**config.mk**
```make
export PLATFORM = sky130hd
export DESIGN_NAME = irq_ctrl
export DESIGN_NICKNAME = d
export VERILOG_FILES = /design/src/rtl/irq_ctrl.sv
export SDC_FILE = /design/constraint.sdc
export NUM_CORES = 1
export LEC_CHECK = 0
export ABC_CLOCK_PERIOD_IN_PS = 4300
export CORE_ASPECT_RATIO = 1.25
export CORE_MARGIN = 8
export CORE_UTILIZATION = 42
export CTS_BUF_LIST = sky130_fd_sc_hd__clkbuf_8
export DETAILED_ROUTE_END_ITERATION = 8
export PLACE_DENSITY = 0.6
export SLEW_MARGIN = 25
export SYNTH_ARGS = -nofsm -noshare
export SYNTH_HDL_FRONTEND = slang
export SYNTH_SLANG_ARGS = --single-unit
```
**constraint.sdc**
```tcl
create_clock -name clk_i -period 4.3 [get_ports clk_i]
set_clock_uncertainty 0.2 [all_clocks]
set_input_delay 1.075 -clock clk_i [delete_from_list [all_inputs] [get_ports clk_i]]
set_output_delay 1.075 -clock clk_i [all_outputs]
set_load 0.01 [all_outputs]
```
**src/rtl/irq_ctrl.sv**
```systemverilog
// irq_ctrl: 8-line fixed-priority interrupt controller (line 0 highest) with ISR-based nesting and EOI.
// int_req is registered from the pending/mask/ISR view; vector and ISR update the cycle after int_ack.
module irq_ctrl (
   input  logic       clk_i,
   input  logic       rst,
   input  logic [5:0] addr,
   input  logic [7:0] data_in,
   output logic [7:0] data_out,
   input  logic       bus_cyc,
   input  logic       bus_we,
   input  logic [7:0] irq_in,
   output logic       int_req,
   input  logic       int_ack,
   output logic [7:0] vec_out
);

   typedef enum logic {ST_IDLE = 1'b0, ST_REQ = 1'b1} state_e;

   state_e     state_q, state_d;
   logic [7:0] mask_q, mask_d;
   logic [7:0] edge_mode_q, edge_mode_d;
   logic [7:0] pend_edge_q, pend_edge_d;
   logic [7:0] isr_q, isr_d;
   logic [7:0] vbase_q, vbase_d;
   logic [7:0] irq_s_q, irq_s_d;
   logic [7:0] irq_p_q, irq_p_d;
   logic [7:0] vec_q, vec_d;
   logic [7:0] dout_q, dout_d;
   logic       spurious_q, spurious_d;
   logic [2:0] win_idx_q, win_idx_d;

   logic [7:0] pend, cand, qual, isr_low, wr_clr, ack_bit;
   logic [2:0] qual_idx;
   logic       wr, ack_hit;

   function automatic logic [2:0] lowest_idx(input logic [7:0] v);
      logic [2:0] idx;
      idx = 3'd0;
      for (int i = 7; i >= 0; i--) begin
         if (v[i]) idx = 3'(i);
      end
      return idx;
   endfunction

   // Priority view: a candidate must sit strictly above the lowest in-service line.
   // (isr & -isr) - 1 yields the bits below that line, or all ones when nothing is in service.
   always_comb begin
      wr       = bus_cyc & bus_we;
      pend     = (edge_mode_q & pend_edge_q) | (~edge_mode_q & irq_s_q);
      cand     = pend & mask_q;
      isr_low  = isr_q & (~isr_q + 8'd1);
      qual     = cand & (isr_low - 8'd1);
      qual_idx = lowest_idx(qual);
      ack_hit  = int_ack & (state_q == ST_REQ);
      ack_bit  = ack_hit ? (8'd1 << win_idx_q) : 8'd0;
      wr_clr   = (wr && addr == 6'd2) ? data_in : 8'd0;
   end

   always_comb begin
      irq_s_d     = irq_in;
      irq_p_d     = irq_s_q;
      mask_d      = (wr && addr == 6'd0) ? data_in : mask_q;
      edge_mode_d = (wr && addr == 6'd1) ? data_in : edge_mode_q;
      vbase_d     = (wr && addr == 6'd4) ? data_in : vbase_q;
      // A fresh edge beats a same-cycle write-clear or ack-clear.
      pend_edge_d = ((pend_edge_q & ~wr_clr & ~ack_bit) | (irq_s_q & ~irq_p_q)) & edge_mode_q;
      // EOI retires the lowest in-service bit before the ack adds its own.
      isr_d       = ((wr && addr == 6'd3) ? (isr_q & ~isr_low) : isr_q) | ack_bit;
      vec_d       = ack_hit ? {vbase_q[7:3], win_idx_q} : vec_q;

      spurious_d = spurious_q;
      if (int_ack && state_q == ST_IDLE) spurious_d = 1'b1;
      else if (wr && addr == 6'd5)       spurious_d = 1'b0;

      state_d   = state_q;
      win_idx_d = win_idx_q;
      if (state_q == ST_IDLE) begin
         if (qual != 8'd0) begin
            state_d   = ST_REQ;
            win_idx_d = qual_idx;
         end
      end else begin
         if (ack_hit || qual == 8'd0) state_d   = ST_IDLE;
         else                         win_idx_d = qual_idx;
      end

      dout_d = dout_q;
      if (bus_cyc) begin
         case (addr)
            6'd0:    dout_d = mask_q;
            6'd1:    dout_d = edge_mode_q;
            6'd2:    dout_d = pend;
            6'd3:    dout_d = isr_q;
            6'd4:    dout_d = vbase_q;
            6'd5:    dout_d = {state_q == ST_REQ, spurious_q, 3'b000, win_idx_q};
            default: dout_d = 8'h00;
         endcase
      end
   end

   always_ff @(posedge clk_i) begin
      if (rst) begin
         state_q     <= ST_IDLE;
         mask_q      <= 8'h00;
         edge_mode_q <= 8'h00;
         pend_edge_q <= 8'h00;
         isr_q       <= 8'h00;
         vbase_q     <= 8'h00;
         irq_s_q     <= 8'h00;
         irq_p_q     <= 8'h00;
         vec_q       <= 8'h00;
         dout_q      <= 8'h00;
         spurious_q  <= 1'b0;
         win_idx_q   <= 3'd0;
      end else begin
         state_q     <= state_d;
         mask_q      <= mask_d;
         edge_mode_q <= edge_mode_d;
         pend_edge_q <= pend_edge_d;
         isr_q       <= isr_d;
         vbase_q     <= vbase_d;
         irq_s_q     <= irq_s_d;
         irq_p_q     <= irq_p_d;
         vec_q       <= vec_d;
         dout_q      <= dout_d;
         spurious_q  <= spurious_d;
         win_idx_q   <= win_idx_d;
      end
   end

   assign int_req  = (state_q == ST_REQ);
   assign vec_out  = vec_q;
   assign data_out = dout_q;

endmodule

```
* After elaboration in Yosys (flattened, before gate mapping)
Index checks and enable logic that the tools add are counted.
Storage, ports and cells: flip-flop bits (word level) 77, input bits 27, output and inout port bits 17, word-level logic and storage cells 77
Cells by class: add/subtract/negate cells 2, equality and inequality tests 6, shifts and indexed selects 1, mux-type cells 20, bitwise gates (word level) 22, reductions and logical operators 14
Operators by type and width (count):
- $and A8 B8 Y8 | 10
- $not A8 Y8 | 6
- $pmux W8 S6 | 1
- $mux W3 | 11
- $mux W8 | 3
- $or A8 B8 Y8 | 3
- $eq A6 B2 Y1 const B | 2
- $eq A6 B3 Y1 const B | 2
- $add A8 B1 Y8 const B | 1
- $logic_not A8 Y1 | 1
- $reduce_bool A8 Y1 | 1
- $shl A1 B3 Y8 const A | 1
- $sub A8 B1 Y8 const B | 1
- $logic_and A1 B1 Y1 | 7
- $eq A6 B1 Y1 const B | 1
- $logic_not A6 Y1 | 1
- $mux W1 | 5
- $reduce_bool A2 Y1 | 2
- $and A1 B1 Y1 | 2
- $ne A2 B2 Y1 const B | 1
- $reduce_and A2 Y1 | 1
- $logic_or A1 B1 Y1 | 1
- $not A1 Y1 | 1

* Longest topological paths before layout
word-level depth 15, gate-level depth with buffers 7, gate-level depth less buffers 5

* Worst setup path after synthesis
OpenSTA, ideal clock, no wires.
path kind input -> register, from input addr[3], to register edge_mode_q[0], setup time 128 ps, arrival time 2555 ps, required time 3972 ps, setup slack 1417 ps, stages 5, buffers on the path 1, cells stage by stage or4_1 -> buf_4 -> nor4_4 -> mux2i_1 -> nor2_1
Between the ends: longest elaborated chain between the ends 2
Ends and longest elaborated chain:
- start, declared | line 6 | input logic [5:0] addr,
- $eq A6 B1 Y1 | line 63 | edge_mode_d = (wr && addr == 6'd1) ? data_in : edge_mode_q;
- $logic_and A1 B1 Y1 | line 63
- end signal, assigned | line 118 | edge_mode_q <= edge_mode_d;
- end, declared | line 21 | logic [7:0] edge_mode_q, edge_mode_d;
Every way passes these cells. A chain may end at the register's enable or synchronous reset.

* Final worst setup path
from input addr[2], to register mask_q[1]
Between the ends: longest elaborated chain between the ends 2
Ends and longest elaborated chain:
- $logic_not A6 Y1 | line 62 | mask_d = (wr && addr == 6'd0) ? data_in : mask_q;
- $logic_and A1 B1 Y1 | line 62
- end signal, assigned | line 117 | mask_q <= mask_d;
- end, declared | line 20 | logic [7:0] mask_q, mask_d;
Every way passes these cells.

==> report_table.html <==
<table>
<tr><th>Metric</th><th>Value</th></tr>
<tr><th colspan="2">Hold path</th></tr>
<tr><td>Number of instances on the worst hold path</td><td>2</td></tr>
<tr><td>Hold Crit Class</td><td>reg2reg</td></tr>
<tr><th colspan="2">Pwr</th></tr>
<tr><td>Static leakage</td><td>between 1 and 1.5 nW</td></tr>
<tr><td>Gate power share</td><td>0.061</td></tr>
<tr><td>Total power density per cell area</td><td>approximately 350 mW/mm^2</td></tr>
<tr><td>Internal Power</td><td>roughly 1.2 mW</td></tr>
<tr><td>Switching Power</td><td>roughly 310 uW</td></tr>
<tr><td>Switching share of power</td><td>0.214</td></tr>
<tr><td>Clock power frac</td><td>0.444</td></tr>
<tr><td>Register share of total power</td><td>0.495</td></tr>
<tr><td>Total design power</td><td>between 1 and 1.5 mW</td></tr>
<tr><td>Maximum resistive drop on vdd</td><td>around 0.15 mV</td></tr>
<tr><th colspan="2">Synth</th></tr>
<tr><td>Part of the Yosys area used for sequential elements</td><td>0.446</td></tr>
<tr><td>Count of cell types in the netlist</td><td>46</td></tr>
<tr><td>Synth Cell Area</td><td>around 0.0035 sq mm</td></tr>
<tr><td>Share of flip-flops with an asynchronous set or reset after synthesis</td><td>0</td></tr>
<tr><td>Net count of the mapped netlist</td><td>about 410</td></tr>
<tr><td>Yosys warning count</td><td>0</td></tr>
<tr><td>Number of synthesized flops with an enable pin</td><td>0</td></tr>
<tr><td>Post-synthesis area per instance</td><td>~8.9 sq um</td></tr>
<tr><td>Post-synthesis cell count</td><td>slightly below 400</td></tr>
<tr><td>Synth Flop Type</td><td>sky130_fd_sc_hd__dfxtp_1</td></tr>
<tr><td>Number of synthesized register bits</td><td>77</td></tr>
<tr><th colspan="2">Routing</th></tr>
<tr><td>Drt wl/cell</td><td>around 17 um</td></tr>
<tr><td>Average vias per placed instance</td><td>5.44</td></tr>
<tr><td>Post-route antenna net violation count</td><td>0</td></tr>
<tr><td>Routed length on met1</td><td>~4100 um</td></tr>
<tr><td>Detailed-router iteration count before antenna repair</td><td>4</td></tr>
<tr><td>Drt drc</td><td>0</td></tr>
<tr><td>Wire length reported by the detailed router</td><td>between 8000 and 9000 um</td></tr>
<tr><td>Met2 Routed Length</td><td>4170 um</td></tr>
<tr><td>Number of vias after detailed routing</td><td>2886</td></tr>
<tr><td>Routed wl met3</td><td>approximately 520 um</td></tr>
<tr><td>Top routing layer in use</td><td>met4</td></tr>
<tr><td>Number of DRC markers in iteration 0</td><td>about 240</td></tr>
<tr><th colspan="2">Final layout</th></tr>
<tr><td>Commonest cells after routing, fill and taps aside</td><td>sky130_fd_sc_hd__dfxtp_1 (77), sky130_fd_sc_hd__clkdlybuf4s50_1 (42), sky130_fd_sc_hd__nand2_1 (36)</td></tr>
<tr><td>Layout Cell Area excl Fill</td><td>approximately 0.0042 sq mm</td></tr>
<tr><td>Final net count</td><td>about 460</td></tr>
<tr><td>Most frequent standard cell in the layout excluding fill and tap cells</td><td>sky130_fd_sc_hd__dfxtp_1</td></tr>
<tr><td>Number of inserted filler cells in the final layout</td><td>a little under 800</td></tr>
<tr><td>Syn-to-layout area delta</td><td>22.3%</td></tr>
<tr><td>Antenna diode count</td><td>0</td></tr>
<tr><td>Post-route non-filler standard cell count</td><td>about 530</td></tr>
<tr><td>Layout cells sized above 1</td><td>0.0876</td></tr>
<tr><th colspan="2">Placed design</th></tr>
<tr><td>Count of buffers from port buffering</td><td>43</td></tr>
<tr><td>Number of placed instances, taps included</td><td>around 500</td></tr>
<tr><td>Placed Instance Area</td><td>approximately 0.0040 sq mm</td></tr>
<tr><td>Total half-perimeter wirelength after legalization and detailed placement</td><td>6670 um</td></tr>
<tr><td>Routability congestion estimate from global placement</td><td>~0.88</td></tr>
<tr><td>Worst setup slack after placement</td><td>0.485 ns</td></tr>
<tr><th colspan="2">STA</th></tr>
<tr><td>Setup violation total in the final timing report</td><td>0</td></tr>
<tr><td>Max frequency</td><td>around 0.29 GHz</td></tr>
<tr><td>Fin. Hold Viols</td><td>0</td></tr>
<tr><td>Worst slew pin tran</td><td>approximately 0.65 ns</td></tr>
<tr><td>Total negative slack</td><td>0 ns</td></tr>
<tr><td>Final critical-path setup slack</td><td>0.862 ns</td></tr>
<tr><td>Final worst path period need</td><td>~3.4 ns</td></tr>
<tr><td>Crit share post-route</td><td>0.800</td></tr>
<tr><td>Unrepaired setup endpoints after global routing</td><td>no</td></tr>
<tr><td>Max-slew headroom</td><td>0.565</td></tr>
<tr><td>Final number of max-transition violations</td><td>0</td></tr>
<tr><th colspan="2">Die</th></tr>
<tr><td>Initial standard-cell utilization of the core</td><td>0.426</td></tr>
<tr><td>Io pins</td><td>44</td></tr>
<tr><td>CORE AREA</td><td>0.00810 sq mm</td></tr>
<tr><td>Die Ht</td><td>around 120 um</td></tr>
<tr><td>Die Outline Area</td><td>0.0114 sq mm</td></tr>
<tr><td>Total number of placement rows</td><td>37</td></tr>
<tr><td>Die X-Extent</td><td>between 90 and 100 um</td></tr>
<tr><th colspan="2">Critical path</th></tr>
<tr><td>Worst Path Arrival</td><td>between 3 and 4 ns</td></tr>
<tr><td>Category of the critical setup timing path</td><td>in2reg</td></tr>
<tr><td>Worst Reg2Reg Path Length in Cells</td><td>5</td></tr>
<tr><td>Startpoint Class</td><td>primary input</td></tr>
<tr><td>Required @ worst endpoint</td><td>4.34 ns</td></tr>
<tr><td>Crit path max fanout</td><td>10</td></tr>
<tr><td>Critical path endpoint category</td><td>flip-flop</td></tr>
<tr><th colspan="2">Clock tree</th></tr>
<tr><td>Clk Tree Root Cell</td><td>sky130_fd_sc_hd__clkbuf_8</td></tr>
<tr><td>Maximum count of clock buffers along a single path</td><td>2</td></tr>
<tr><td>Post CTS Setup Buffer Count</td><td>0</td></tr>
<tr><td>Post-CTS clock slew at the launch and capture registers of the worst setup and hold paths</td><td>roughly 0.07 ns</td></tr>
<tr><td>CTS Buf Count</td><td>9</td></tr>
<tr><td>TritonCTS clock tree</td><td>built</td></tr>
<tr><td>Number of hold buffers added after cts</td><td>0</td></tr>
<tr><td>Clock latency at the later pin of the worst-skew pair</td><td>around 0.36 ns</td></tr>
<tr><td>CTS H-Tree Depth</td><td>3</td></tr>
<tr><td>Resized cells post-CTS</td><td>0</td></tr>
<tr><td>Number of sinks driven by the clock tree</td><td>slightly below 80</td></tr>
<tr><th colspan="2">Global route</th></tr>
<tr><td>Pin count of the biggest net entering global routing</td><td>33</td></tr>
<tr><td>Initial antenna violation count</td><td>0</td></tr>
<tr><td>Global-route wire length before repair</td><td>~15000 um</td></tr>
<tr><td>Number of global-route vias before repair</td><td>2768</td></tr>
<tr><td>Total track usage</td><td>0.161</td></tr>
<tr><td>Total grt overflow</td><td>0</td></tr>
<tr><th colspan="2">Outcome</th></tr>
<tr><td>Result of the run</td><td>finished, final reports clean</td></tr>
<tr><th colspan="2">Job</th></tr>
<tr><td>Number of max-capacitance violations reported</td><td>0</td></tr>
</table>
-- final timing paths --
path,slack (ns),from,end
setup / recovery,0.86,addr[2],mask_q[1]$_SDFFE_PP0P_
hold / removal,0.25,vec_out[1]$_SDFFE_PP0P_,vec_out[1]$_SDFFE_PP0P_
setup reg to reg,2.13,isr_q[0]$_SDFF_PP0_,win_idx_q[1]$_SDFFE_PP0P_
hold reg to reg,0.25,vec_out[1]$_SDFFE_PP0P_,vec_out[1]$_SDFFE_PP0P_
-- power by group through the flow --
stage / Sequential (mW) / Combinational, mW / Clock, mW
after CTS: 0.726 / 0.0898 / 0.670
after global routing: 0.727 / 0.0963 / 0.704
after detailed placement: 0.742 / 0.0893 / 0
after global placement: 0.742 / 0.0884 / 0
after floorplan: 0.741 / 0.0458 / 0
final: 0.726 / 0.0891 / 0.650
-- area by class of cell --
class                      instances  area (sq um)  area share
clock inverter                     3          65.1      0.0154
tap                               97           121      0.0287
clock buffer                      13           179      0.0423
timing repair buffer              50           478       0.113
inverter                          18          67.6      0.0160
sequential                        77          1540       0.365
multi-input combinational        273          1770       0.420
-- kinds of logic after synthesis --
| group | count (synthesis) | share of synthesized area |
|---|---|---|
| simple gates | 150 | 0.239 |
| compound gates | 82 | 0.150 |
| mux | 41 | 0.125 |
| buf+inv | 36 | 0.0402 |
| flops | 77 | 0.446 |
-- stage by stage --
step	hold slack, ns	util
finish	0.254	0.522
global route	0.273	0.522
CTS	0.258	0.522
detailed placement	0.247	0.492
global placement	0.244	0.492
floorplan	0.244	-
-- synthesized netlist by cell type (3+ instances only) --
master	count	area [sq um]
sky130_fd_sc_hd__mux2_2	7	78.8
sky130_fd_sc_hd__nor2b_1	20	125
sky130_fd_sc_hd__nand2b_1	10	62.6
sky130_fd_sc_hd__a21oi_1	29	145
sky130_fd_sc_hd__o21ai_0	22	110
sky130_fd_sc_hd__inv_1	18	67.6
sky130_fd_sc_hd__o31ai_1	4	30.0
sky130_fd_sc_hd__and2_1	5	31.3
sky130_fd_sc_hd__buf_1	3	11.3
sky130_fd_sc_hd__o32ai_1	3	26.3
sky130_fd_sc_hd__mux2i_1	33	330
sky130_fd_sc_hd__and3b_1	4	35.0
sky130_fd_sc_hd__nand3_1	10	50.1
sky130_fd_sc_hd__dfxtp_1	77	1540
sky130_fd_sc_hd__nor3b_1	12	90.1
sky130_fd_sc_hd__o2bb2ai_1	3	26.3
sky130_fd_sc_hd__nor3_1	3	15.0
sky130_fd_sc_hd__clkbuf_1	14	52.6
sky130_fd_sc_hd__a32oi_1	9	78.8
sky130_fd_sc_hd__nand2_1	36	135
sky130_fd_sc_hd__nor2_1	34	128
-- worst max-delay path: stages --
cell	delay, ns
sky130_fd_sc_hd__clkdlybuf4s50_1	0.46
sky130_fd_sc_hd__or4_1	0.80
sky130_fd_sc_hd__nor3_2	0.48
sky130_fd_sc_hd__nand3_2	0.34
sky130_fd_sc_hd__mux2i_1	0.26
sky130_fd_sc_hd__nor2_1	0.05
-- state kept, by name (all words and copies together), names as in the netlist, 3 cells and up --
register / cells
data_out: 8
edge_mode_q: 8
irq_p_d: 8
irq_p_q: 8
isr_q: 8
mask_q: 8
pend_edge_q: 8
vbase_q: 8
vec_out: 8
win_idx_q: 3
-- layer usage --
layer / global-route usage / up-vias
li1: - / 1449
met4: 0.0704 / 0
met5: 0 / -
met3: 0.0505 / 17
met1: 0.202 / 1340
met2: 0.247 / 80
Power figures use the tool's default switching activity.
